`config.mk`:
```
export PLATFORM = sky130hd
export DESIGN_NAME = cpu_control_unit
export DESIGN_NICKNAME = d
export VERILOG_FILES = /design/src/rtl/cpu_control_unit.sv
export SDC_FILE = /design/constraint.sdc
export NUM_CORES = 1
export LEC_CHECK = 0
export CORE_MARGIN = 1.5
export CORE_UTILIZATION = 40
export DETAILED_ROUTE_END_ITERATION = 8
export GPL_TIMING_DRIVEN = 0
export PLACE_DENSITY = 0.74
export SLEW_MARGIN = 25
export SYNTH_ARGS = -nofsm -noshare
export SYNTH_HDL_FRONTEND = slang
export SYNTH_SLANG_ARGS = --single-unit
```
`constraint.sdc`:
```
create_clock -name clk -period 4.25 [get_ports clk]
set_input_delay 1.275 -clock clk [delete_from_list [all_inputs] [get_ports clk]]
set_output_delay 1.275 -clock clk [all_outputs]
set_load 0.02 [all_outputs]
```
`src/rtl/cpu_control_unit.sv`:
```
// cpu_control_unit
//   Multi-cycle control unit for a tiny accumulator-style CPU. Each instruction
//   takes three cycles (FETCH, DECODE, EXECUTE), and instructions never overlap.
//   HALT parks the machine in HALTED, and only reset leaves that state.
//   The datapath strobes are decoded only from the state and the latched IR.
//   They never depend on the instruction-ROM output, so they are glitch-free
//   relative to the ROM. They also fall asynchronously with rst_n, because
//   the state register resets asynchronously.
//
// Parameters
//   RESET_PC   pc value loaded on reset
//   CNT_W      width of the saturating retired-instruction counter
//
// Ports
//   clk, rst_n          clock, async active-low reset
//   run                 1 = fetch/execute, 0 = park in IDLE at the next boundary
//   instr[7:0]          ROM data for the current pc (zero-latency ROM)
//   pc[3:0]             ROM address
//   ir[7:0]             instruction register (opcode ir[7:4], operand ir[3:0])
//   dmem_addr[3:0]      data-memory address (ir[3:0])
//   dmem_re, dmem_we    data-memory read / write strobes
//   rf_we, rf_sel       register write, target register (0 = R0, 1 = R1)
//   alu_en              register write data comes from the ALU (R0+R1)
//   state[2:0]          FSM state (IDLE 0, FETCH 1, DECODE 2, EXECUTE 3, HALTED 4)
//   halted              1 while in HALTED
//   retired[CNT_W-1:0]  completed-instruction count, saturating
module cpu_control_unit #(
  parameter logic [3:0] RESET_PC = 4'h0,
  parameter int         CNT_W    = 8
) (
  input  logic             clk,
  input  logic             rst_n,
  input  logic             run,
  input  logic [7:0]       instr,
  output logic [3:0]       pc,
  output logic [7:0]       ir,
  output logic [3:0]       dmem_addr,
  output logic             dmem_re,
  output logic             dmem_we,
  output logic             rf_we,
  output logic             rf_sel,
  output logic             alu_en,
  output logic [2:0]       state,
  output logic             halted,
  output logic [CNT_W-1:0] retired
);

  typedef enum logic [2:0] {
    S_IDLE    = 3'd0,
    S_FETCH   = 3'd1,
    S_DECODE  = 3'd2,
    S_EXECUTE = 3'd3,
    S_HALTED  = 3'd4
  } state_t;

  localparam logic [3:0] OP_NOP   = 4'b0000;
  localparam logic [3:0] OP_LD0   = 4'b0001;
  localparam logic [3:0] OP_LD1   = 4'b1001;
  localparam logic [3:0] OP_ADD   = 4'b0011;
  localparam logic [3:0] OP_ST    = 4'b0010;
  localparam logic [3:0] OP_HALT  = 4'b1111;

  localparam logic [CNT_W-1:0] CNT_ONE = {{(CNT_W-1){1'b0}}, 1'b1};
  localparam logic [CNT_W-1:0] CNT_MAX = {CNT_W{1'b1}};

  typedef struct packed {
    logic re;
    logic we;
    logic rf_we;
    logic rf_sel;
    logic alu_en;
  } ctl_t;

  state_t     st;
  logic [3:0] op;
  ctl_t       ctl;

  assign op = ir[7:4];

  // Sequencer: pc/ir move only in FETCH and retired only leaving EXECUTE, so
  // all three hold in IDLE and HALTED. A run drop seen in FETCH or DECODE is
  // acted on only at the end of EXECUTE.
  always_ff @(posedge clk or negedge rst_n) begin
    if (!rst_n) begin
      st      <= S_IDLE;
      pc      <= RESET_PC;
      ir      <= 8'h00;
      retired <= '0;
    end else begin
      case (st)
        S_IDLE: begin
          if (run) st <= S_FETCH;
        end
        S_FETCH: begin
          ir <= instr;
          pc <= pc + 4'd1;         // natural 4-bit wrap 15 -> 0
          st <= S_DECODE;
        end
        S_DECODE: begin
          st <= S_EXECUTE;
        end
        S_EXECUTE: begin
          if (retired != CNT_MAX) retired <= retired + CNT_ONE;
          if (op == OP_HALT) st <= S_HALTED;
          else if (run)      st <= S_FETCH;
          else               st <= S_IDLE;
        end
        S_HALTED: begin
          st <= S_HALTED;          // only reset leaves HALTED
        end
        default: begin
          st <= S_IDLE;            // encodings 5..7 recover to IDLE
        end
      endcase
    end
  end

  // Strobe decode from the state and ir only. LOAD asserts its read strobe
  // one cycle early (in DECODE) so the memory data is valid for the
  // register write in EXECUTE.
  always_comb begin
    ctl = '0;
    case (st)
      S_DECODE: begin
        if (op == OP_LD0 || op == OP_LD1) ctl.re = 1'b1;
      end
      S_EXECUTE: begin
        case (op)
          OP_LD0, OP_LD1: begin
            ctl.re     = 1'b1;
            ctl.rf_we  = 1'b1;
            ctl.rf_sel = ir[7];
          end
          OP_ADD: begin
            ctl.alu_en = 1'b1;
            ctl.rf_we  = 1'b1;
          end
          OP_ST: begin
            ctl.we = 1'b1;
          end
          OP_NOP, OP_HALT: ;
          default: ;               // undefined opcodes behave as NOP
        endcase
      end
      default: ;
    endcase
  end

  assign dmem_re   = ctl.re;
  assign dmem_we   = ctl.we;
  assign rf_we     = ctl.rf_we;
  assign rf_sel    = ctl.rf_sel;
  assign alu_en    = ctl.alu_en;
  assign dmem_addr = ir[3:0];
  assign state     = st;
  assign halted    = (st == S_HALTED);

endmodule

```
==> results.cfg <==
[outcome]
status = complete, no violations

[worst_setup_path]
cp_num_cells = 5
reg2reg_depth = 4
slowest_delay_ns = 0.63
worst_ep_arrival_time_ns = 2.16
r2r_start = retired[0]$_DFFE_PN0P_
path_delay_family = buffers and inverters
endpoint_kind = primary output
crit_chain = and3b_1 > buf_6 > nand3b_1 > nor3b_1 > clkdlybuf4s50_1
ff2ff_setup_slack_ns = 2.73
cp_num_buf_inv = 2
cp-startpoint = state[2]$_DFFE_PN0P_
setup.worst_path.start_class = flop
worstSetupPathType = flop to primary output
endpoint = rf_sel
cp_max_fo = 8
cp_slowest_cell = clkdlybuf4s50_1
r2r-end = retired[1]$_DFFE_PN0P_
cp_data_required_time_ns = 2.97

[layout]
synthToLayoutAreaGrowth_pct = 41.99
antenna_cells = 0
layout_commonest_cell = clkdlybuf4s50_1
fin_nets = 152
final_area_um2 = 1663
final_cell_mix = clkdlybuf4s50_1 (42), dfrtp_1 (23), mux2_2 (9)
fin_util_pct = 60.30
nFillCells = 243
drive_above_1_share_pct = 22.46
final_cells = 169

[timing]
setup_viol = 0
setup_slack_ns = 0.8177
finalMaxSlewViolations = 0
tns_ns = 0
relSlewSlack_pct = 65.82
tightestPinTransition_ns = 0.5127
finClkSkew_ns = 0.005735
max_freq_mhz = 291.3
period_share_pct = 80.76
holdWs_ns = 0.5052
grt_setup_unrepaired = false
hold_viol = 0
period_minus_slack_ns = 3.432

[clocking]
clock_path_buffers = 2
cts_resized = 0
cts_tree = yes
clock_sinks = 23
clkTransAtPathRegs_ns = 0.13
htreeDepth = 1
cts-root-buf = clkbuf_4
hold_buffers = 0
cts-buffers-inserted = 3
clk_latency_ns = 0.31
cts_setup_buffers = 0

[synth]
synth-seq-cells = 23
yosysTopAreaCellShare_pct = 49.15
synth-edff-count = 0
syn_avg_cell_area_um2 = 12.87
ys_top_cells_by_area = dfrtp_1 (49%), mux2_2 (8.7%), nand4_4 (3.6%)
synth_cell_types = 34
yosysSeqAreaShare_pct = 49.15
yosysTopAreaCell = dfrtp_1
syn-cell-area_um2 = 1171
synth_cells = 91
syn_nets = 104
synth.yosys.warnings = 0
ys_async_sr_fraction_pct = 100.0
synth-main-ff-cell = dfrtp_1

[placement]
portBuffers = 43
hpwl_um = 1799
post-place-ws_ns = 1.185
place_area_um2 = 1635
gp_congestion = 0.8223
dp.cells = 165

[floorplan]
initial_core_util_pct = 42.47
dieWidth_um = 57.11
die_h_um = 57.11
rows = 19
dieArea_um2 = 3262
core_area_um2 = 2758
ios = 44

[routing]
vias_per_cell = 5.272
drtIter0Drc = 12
wl_per_cell_um = 14.53
ant_nets = 0
via_count = 891
first_pass_iters = 5
drt-total-wl_um = 2456
drcViolationCount = 0

[grt]
grt_pass1_wl_um = 4278
first_global_vias = 932
antenna_found_initial = 0
grt_max_degree = 24
grt.total_usage_pct = 16.74
grt_overflow_total = 0

[min_path]
hp-class = flop to flop

[power]
total_power_mw = 1.321
p_leak_nw = 0.6741
irDropWorstVdd_uv = 540.9
power_density_nw_per_um2 = 794.4

[run]
drv_cap = 0
==> worst reg2reg max path: stages (launching register included) <==
cell and delay (ns):
dfrtp_1 0.43, ha_1 0.34, nand3_1 0.15, o21ai_2 0.20, mux2_4 0.31
==> layer usage <==
layer	vias to the layer above	wire, µm	track usage, %
met5	-	0	0
met4	0	17	3.987
met3	2	113	4.535
met2	22	1223	27.91
met1	440	1101	21.82
li1	427	-	-
==> Yosys cell counts, types with 2 or more instances <==
master     n
nand4_4    2
a211oi_1   2
ha_1       2
nand3_1    3
xnor2_1    3
xor2_1     2
dfrtp_1   23
mux2_2     9
nand2_1    3
nor4_1     2
o21bai_1   2
nor3b_1    2
nand4_1    3
a31oi_1    2
mux2_4     2
nand3b_1   2
buf_4      4
buf_6      3
a21oi_1    3
nor2_1     3
==> final cells by class <==
cell class	instances	area [µm²]	area share [%]
buffer	7	63.81	3.837
clock buffer	3	22.52	1.354
timing repair buffer	43	425.4	25.58
sequential	23	575.6	34.61
multi-input combinational	61	531.8	31.98
tap	31	38.79	2.333
clock inverter	1	5.005	0.3010
==> logic make-up after synthesis <==
group | Yosys count | share of synthesized area [%]
DFF | 23 | 49.15
and+or+nand+nor | 28 | 17.74
AOI/OAI and AO/OA | 14 | 9.188
xor gates and xnor gates | 6 | 5.129
muxes | 11 | 11.22
buffers and inverters | 7 | 5.449
adders and majority gates | 2 | 2.136
==> worst min-delay path by stage <==
stage,startpoint,end,slack (ns),cells past startpoint
global placement,pc[3]$_DFFE_PN0P_,pc[3]$_DFFE_PN0P_,0.49,1
CTS,pc[3]$_DFFE_PN0P_,pc[3]$_DFFE_PN0P_,0.51,1
floorplan,pc[3]$_DFFE_PN0P_,pc[3]$_DFFE_PN0P_,0.60,1
detailed placement,pc[3]$_DFFE_PN0P_,pc[3]$_DFFE_PN0P_,0.49,1
global route,pc[3]$_DFFE_PN0P_,pc[3]$_DFFE_PN0P_,0.54,1
finish,pc[3]$_DFFE_PN0P_,pc[3]$_DFFE_PN0P_,0.51,1
==> registers in the layout, summed over array words and instances (netlist names) <==
register / cells
pc: 4
retired: 8
state: 3
ir: 8
==> power by group <==
group	total, mW	switching [mW]	internal (mW)
Sequential	0.447	0.131	0.317
Combinational	0.771	0.355	0.416
Clock	0.102	0.0672	0.0351
Total	1.32	0.553	0.768
Note: power is estimated with default switching activity, not from simulation.
